## config.mk

```make
export PLATFORM = sky130hd
export DESIGN_NAME = dimmer_controller
export DESIGN_NICKNAME = d
export VERILOG_FILES = /design/src/rtl/dimmer_controller.sv
export SDC_FILE = /design/constraint.sdc
export NUM_CORES = 1
export LEC_CHECK = 0
export ABC_AREA = 1
export BUFFER_PORTS_ARGS = -buffer_cell sky130_fd_sc_hd__buf_2
export CAP_MARGIN = 20
export CORE_AREA = 2 2 39 41
export CTS_CLUSTER_SIZE = 28
export DETAILED_ROUTE_END_ITERATION = 6
export DIE_AREA = 0 0 41 43
export GPL_ROUTABILITY_DRIVEN = 0
export REMOVE_ABC_BUFFERS = 1
export SYNTH_ARGS = -nofsm -noshare
export SYNTH_HDL_FRONTEND = slang
export SYNTH_SLANG_ARGS = --single-unit
```

## constraint.sdc

```tcl
create_clock -name clk -period 3.4 [get_ports clk]
set_clock_uncertainty 0.1 [all_clocks]
set_input_delay 0.34 -clock clk [delete_from_list [all_inputs] [get_ports clk]]
set_output_delay 0.34 -clock clk [all_outputs]
set_load 0.01 [all_outputs]
```

## src/rtl/dimmer_controller.sv

```systemverilog
// Four-level dimmer FSM driving a frequency divider; optional breathe sequencing under DIMMER_BREATHE_EN.
// Outputs registered, one-cycle latency from the button edge or tick wrap; no backpressure (cs is a fire-and-forget load strobe).
module dimmer_controller #(
    parameter int unsigned STEP_TICKS = 1000
) (
    input  logic       clk,
    input  logic       rst,
    input  logic       enable,
    input  logic       btn_up,
    input  logic       btn_dn,
    input  logic       mode_auto,
    output logic [1:0] state_select,
    output logic       cs,
    output logic [1:0] level,
    output logic       at_limit
);

    typedef enum logic [1:0] {IDLE, MANUAL, BREATHE_UP, BREATHE_DN} state_t;

    state_t     state_q, state_d;
    logic [1:0] level_q, level_d;
    logic [1:0] sel_q;
    logic       cs_q, cs_d;
    logic       lim_q;
    logic       up_q, dn_q;
    logic       up_req, dn_req;

    // Duty code for on-counts 1, 2, 4, 7 out of 16.
    function automatic logic [1:0] sel_of(input logic [1:0] lvl);
        case (lvl)
            2'd0:    sel_of = 2'b01;
            2'd1:    sel_of = 2'b00;
            2'd2:    sel_of = 2'b10;
            default: sel_of = 2'b11;
        endcase
    endfunction

    assign up_req = btn_up & ~up_q;
    assign dn_req = btn_dn & ~dn_q;

`ifdef DIMMER_BREATHE_EN
    localparam logic [15:0] LAST_TICK = 16'(STEP_TICKS - 1);
    logic [15:0] tick_q, tick_d;
`else
    logic [16:0] unused_cfg;
    assign unused_cfg = {mode_auto, 16'(STEP_TICKS)};
`endif

    always_comb begin
        state_d = state_q;
        level_d = level_q;
        cs_d    = 1'b0;
`ifdef DIMMER_BREATHE_EN
        tick_d  = tick_q;
`endif
        if (!enable) begin
            state_d = IDLE;
`ifdef DIMMER_BREATHE_EN
            tick_d  = 16'd0;
`endif
        end else begin
            case (state_q)
                IDLE: begin
                    cs_d    = 1'b1;
                    state_d = MANUAL;
`ifdef DIMMER_BREATHE_EN
                    if (mode_auto) begin
                        state_d = BREATHE_UP;
                        tick_d  = 16'd0;
                    end
`endif
                end
                MANUAL: begin
`ifdef DIMMER_BREATHE_EN
                    if (mode_auto) begin
                        state_d = BREATHE_UP;
                        tick_d  = 16'd0;
                    end else
`endif
                    if (up_req && !dn_req && level_q != 2'd3) begin
                        level_d = level_q + 2'd1;
                        cs_d    = 1'b1;
                    end else if (dn_req && !up_req && level_q != 2'd0) begin
                        level_d = level_q - 2'd1;
                        cs_d    = 1'b1;
                    end
                end
`ifdef DIMMER_BREATHE_EN
                BREATHE_UP, BREATHE_DN: begin
                    if (!mode_auto) begin
                        state_d = MANUAL;
                    end else if (tick_q == LAST_TICK) begin
                        tick_d = 16'd0;
                        cs_d   = 1'b1;
                        // At the end stop, the step reverses instead of saturating.
                        if (state_q == BREATHE_UP) begin
                            if (level_q == 2'd3) begin
                                level_d = 2'd2;
                                state_d = BREATHE_DN;
                            end else begin
                                level_d = level_q + 2'd1;
                                if (level_q == 2'd2) state_d = BREATHE_DN;
                            end
                        end else begin
                            if (level_q == 2'd0) begin
                                level_d = 2'd1;
                                state_d = BREATHE_UP;
                            end else begin
                                level_d = level_q - 2'd1;
                                if (level_q == 2'd1) state_d = BREATHE_UP;
                            end
                        end
                    end else begin
                        tick_d = tick_q + 16'd1;
                    end
                end
`endif
                default: state_d = IDLE;
            endcase
        end
    end

    always_ff @(posedge clk or posedge rst) begin
        if (rst) begin
            state_q <= IDLE;
            level_q <= 2'd3;
            sel_q   <= 2'b11;
            cs_q    <= 1'b0;
            lim_q   <= 1'b1;
            up_q    <= 1'b0;
            dn_q    <= 1'b0;
        end else begin
            state_q <= state_d;
            level_q <= level_d;
            sel_q   <= sel_of(level_d);
            cs_q    <= cs_d;
            lim_q   <= (level_d == 2'd0) || (level_d == 2'd3);
            up_q    <= btn_up;
            dn_q    <= btn_dn;
        end
    end

`ifdef DIMMER_BREATHE_EN
    always_ff @(posedge clk or posedge rst) begin
        if (rst) tick_q <= 16'd0;
        else     tick_q <= tick_d;
    end
`endif

    assign state_select = sel_q;
    assign cs           = cs_q;
    assign level        = level_q;
    assign at_limit     = lim_q;

endmodule

```

**Yosys cells after proc, flatten, opt, wreduce, memory -nomap -nowiden**

Cells that the tools add are included.

- Add/subtract/negate cells: 2
- Multiply operators: 0
- Div/mod/pow operators: 0
- Magnitude comparators: 0
- Equality and inequality tests: 6
- Shifts and indexed selects: 0
- Muxes and demuxes: 11
- Bitwise logic cells: 4
- Reduce and logical (&&, ||, !) cells: 10

Operators by type and width:

| operator | number |
|---|---|
| $mux 2 | 5 |
| $pmux 2 s3 | 1 |
| $eq 2x1->1 const B | 2 |
| $eq 2x2->1 const B | 2 |
| $logic_and 1x1->1 | 4 |
| $logic_not 2->1 | 2 |
| $ne 2x2->1 const B | 2 |
| $pmux 2 s2 | 1 |
| $mux 1 | 3 |
| $add 2x1->2 const B | 1 |
| $and 1x1->1 | 2 |
| $logic_not 1->1 | 2 |
| $not 1->1 | 2 |
| $pmux 1 s2 | 1 |
| $reduce_bool 2->1 | 1 |
| $sub 2x1->2 const B | 1 |
| $logic_or 1x1->1 | 1 |

- Flip-flop bits (word level): 10
- Bits in latches: 0
- Bits in writable memories: 0
- ROM bits: 0
- Input bits: 6
- Output and inout port bits: 6
- Logic and storage cells: 40
- Memories: 0

**Depth between registers and ports, before layout**

- Depth after elaboration: 11
- Depth in mapped cells: 11
- Mapped depth without buffers: 11

**Worst setup path before layout**

OpenSTA, ideal clock, no wires.

- Path type: register to register
- From: reg level_q[0] (netlist: level[0])
- To: reg sel_q[1] (netlist: state_select[1])
- Library setup time: 0.084 ns
- Arrival time: 1.650 ns
- Data required time: 3.216 ns
- Path slack: 1.565 ns
- Stages on the path, launching flop included: 9
- Buffers on the path: 0
- Clock period less this slack: 1.835 ns
- Cells stage by stage: dfstp_2 > inv_1 > ha_1 > inv_1 > nand4_1 > nand2_1 > o21ai_1 > ha_1 > or2_2

- Longest elaborated chain between the ends: 8
- Elaborated cells on any way between the ends: 14
- Classes of those cells: 2 x add/sub; 3 x eq/ne; 5 x mux; 4 x reduce/logical

Ends and longest elaborated chain:

| element | line | RTL |
|---|---|---|
| start: declaration | 21 | `logic [1:0] level_q, level_d;` |
| start signal: assignment | 134 | `level_q <= level_d;` |
| branches (longest 3 deep; another with $sub 2x1->2) | -- |  |
| $mux 2 * | 80 | `if (up_req && !dn_req && level_q != 2'd3) begin` |
| $mux 2 * | 62 | `case (state_q)` |
| $mux 2 * | 56 | `if (!enable) begin` |
| net level_d[1] | 21 |  |
| $eq 2x2->1, or another cell as far along | 30 | `case (lvl)` |
| $pmux 2 s3 * | 30 |  |
| end signal: assignment | 135 | `sel_q <= sel_of(level_d);` |
| end: declaration | 22 | `logic [1:0] sel_q;` |

Mark *: on every way through the listed nets, which the timed path passes.
A chain may end at the register's enable or synchronous reset.

**Worst setup path in the final report**

Same ends and word-level chain as after synthesis.

==> results_dict.tcl <==
set metrics [dict create \
    drc 0 \
    synth_area_per_cell_um2 8.998 \
    slew_headroom_pct 80.15 \
    grt_max_degree 9 \
    finalNetCount 71 \
    drt_wl_total_um 632 \
    r2r-start "level[0]$_DFF_PP1_" \
    initial_core_util_pct 30.56 \
    cts_sinks 8 \
    yosysMostFrequentCell "inv_1" \
    hold_depth 1 \
    io-pin-count 12 \
    routedWlPerCell_um 8.316 \
    vias_per_cell 4.171 \
    crit_buf_inv 2 \
    period_minus_slack_ns 1.897 \
    synth_cells 47 \
    worstHoldStart "btn_up" \
    p_leak_nw 0.3008 \
    die_area_mm2 0.001763 \
    startpoint_type "flop" \
    crit_slowest_cell "dfstp_2" \
    design_power_total_uw 389.1 \
    crit_path_cell_trace "inv_1 > ha_1 > inv_1 > nand3_2 > nand2_2 > nand2_2 > nand2_1 > o21ai_1 > ha_1 > or2_2" \
    fillerInstances 151 \
    yosysSeqAreaShare_pct 48.52 \
    grt_pass1_wl_um 1104 \
    dominantRegCellSynth "dfstp_2" \
    finalHoldViolCount 0 \
    overflow 0 \
    core_mm2 0.001384 \
    cts-root-buf "clkbuf_4" \
    ant_nets 0 \
    yosys.area.top_type "dfstp_2" \
    required_ns 3.47 \
    worst-slew-pin-transition_ns 0.2974 \
    synthTopCellsByArea "dfstp_2 25%, dfrtp_1 24%, ha_1 12%" \
    crit_fanout 4 \
    critical_path_class "reg -> reg" \
    synth_cell_type_count 17 \
    cts_buffers 3 \
    maxCapViolCount 0 \
    grt_pass1_vias 296 \
    async_flop_share_pct 100.0 \
    num_antenna_cells 0 \
    r2r_cells 10 \
    portBuffers 10 \
    syn2layout_area_growth_pct 22.49 \
    period_share_pct 55.78 \
    worst_setup_path_end_kind "flop" \
    min_path_type "in -> reg" \
    hold_ws_ns 0.1160 \
    ys_top_cells_by_count "11 x inv_1, 8 x nand2_1, 4 x dfrtp_1, 4 x dfstp_2, 4 x ha_1" \
    cts_resized 0 \
    status "finished clean" \
    ys_ff_latch 8 \
    setup_viol 0 \
    die_h_um 43 \
    dr.pass1.iters 2 \
    num_rows 14 \
    clk_latency_ns 0.26 \
    fin_setup_tns_ns 0 \
    synth_top_cell_area_share_pct 24.85 \
    cp.arrival_ns 1.97 \
    power.density_mw_per_mm2 751.1 \
    netlist_area_um2 422.9 \
    cp_top_family "simple AND/OR/NAND/NOR gates" \
    slew_violations 0 \
    yosysWarnings 0 \
    max_stage_delay_ns 0.55 \
    tritoncts "yes" \
    place_hpwl_um 528.1 \
    clockBufferDepth 2 \
    first_iter_violations 4 \
    synth_edf_count 0 \
    track_usage_pct 9.553 \
    die_w_um 41 \
    drive_gt1_share_pct 43.33 \
    antenna_found_initial 0 \
    ir_worst_vdd_mv 0.2389 \
    timing.rr.end "state_select[1]$_DFF_PP1_" \
    path_clk_slew_ns 0.06 \
    holdPathEnd "up_q$_DFF_PP0_" \
    r2r_slack_ns 1.50 \
    cts.htree.levels 1 \
    fmax_mhz 527.3 \
    post-route-util_pct 37.43 \
    rsz0062_at_grt "no" \
    num_vias 317 \
]
==> worst max path at each step <==
| stage | cells past startpoint | startpoint | end | slack [ns] |
|---|---|---|---|---|
| floorplan | 8 | level[0]$_DFF_PP1_ | state_select[1]$_DFF_PP1_ | 1.57 |
| global placement | 10 | level[0]$_DFF_PP1_ | state_select[1]$_DFF_PP1_ | 1.51 |
| detailed placement | 10 | level[0]$_DFF_PP1_ | state_select[1]$_DFF_PP1_ | 1.49 |
| CTS | 10 | level[0]$_DFF_PP1_ | state_select[1]$_DFF_PP1_ | 1.48 |
| global route | 10 | level[0]$_DFF_PP1_ | state_select[1]$_DFF_PP1_ | 1.32 |
| finish | 10 | level[0]$_DFF_PP1_ | state_select[1]$_DFF_PP1_ | 1.50 |
==> timing repair <==
action                                 in CTS  in global routing
hold buffers                                1                  0
endpoints found under the hold margin       4                  0
setup buffers                               0                  0
==> where the power goes <==
part | internal [mW] | switching [mW]
Clock | 0.0449 | 0.0326
Sequential | 0.140 | 0.0158
Combinational | 0.0655 | 0.0905
==> state kept, by name, indices dropped and copies added, names as in the netlist <==
register      count
cs                1
level             2
up_q              1
state_q           1
dn_q              1
state_select      2
==> final cells by class <==
| class | count | area (um^2) | share of cell area, % |
|---|---|---|---|
| Sequential cell | 8 | 205.2 | 39.61 |
| Multi-Input combinational cell | 24 | 156.4 | 30.19 |
| Timing Repair Buffer | 11 | 60.06 | 11.59 |
| Inverter | 13 | 50.05 | 9.662 |
| Clock buffer | 4 | 26.28 | 5.072 |
| Tap cell | 16 | 20.02 | 3.865 |
==> metrics by stage <==
step	area (um^2)	cells	setup slack, ns
6_report	518.0	76	1.503
5_1_grt	518.0	76	1.317
4_1_cts	518.0	76	1.478
3_5_place_dp	481.7	71	1.491
3_3_place_gp	481.7	71	1.510
2_1_floorplan	411.6	45	1.565
==> layout by cell type, fill, tap and decap left out <==
| cell | instances |
|---|---|
| nand2_1 | 8 |
| inv_1 | 11 |
| o21ai_1 | 1 |
| nand2_2 | 3 |
| nand4_1 | 1 |
| inv_2 | 1 |
| buf_2 | 10 |
| dlygate4sd3_1 | 1 |
| dfrtp_1 | 4 |
| nor2_2 | 1 |
| clkbuf_1 | 1 |
| nor2_1 | 1 |
| nand3_2 | 2 |
| dfstp_2 | 4 |
| clkinv_2 | 1 |
| ha_1 | 4 |
| or2_2 | 1 |
| clkbuf_4 | 3 |
| nand3_1 | 2 |
==> routing by layer <==
layer  part of all wire, %  GRT usage [%]
met5                     0              0
met1                    46          10.70
met3                   1.4          1.571
met2                    49          13.75
met4                   3.0          10.00
==> cell families (layout without fill, tap and decap cells) <==
logic type	Yosys count	after routing	share of synthesized area [%]
AOI/OAI and AO/OA	1	1	1.182
and+or+nand+nor	19	19	23.97
buffers and inverters	15	28	14.49
adders and majority gates	4	4	11.83
DFF	8	8	48.52
Note: power is estimated with default switching activity, not from simulation.
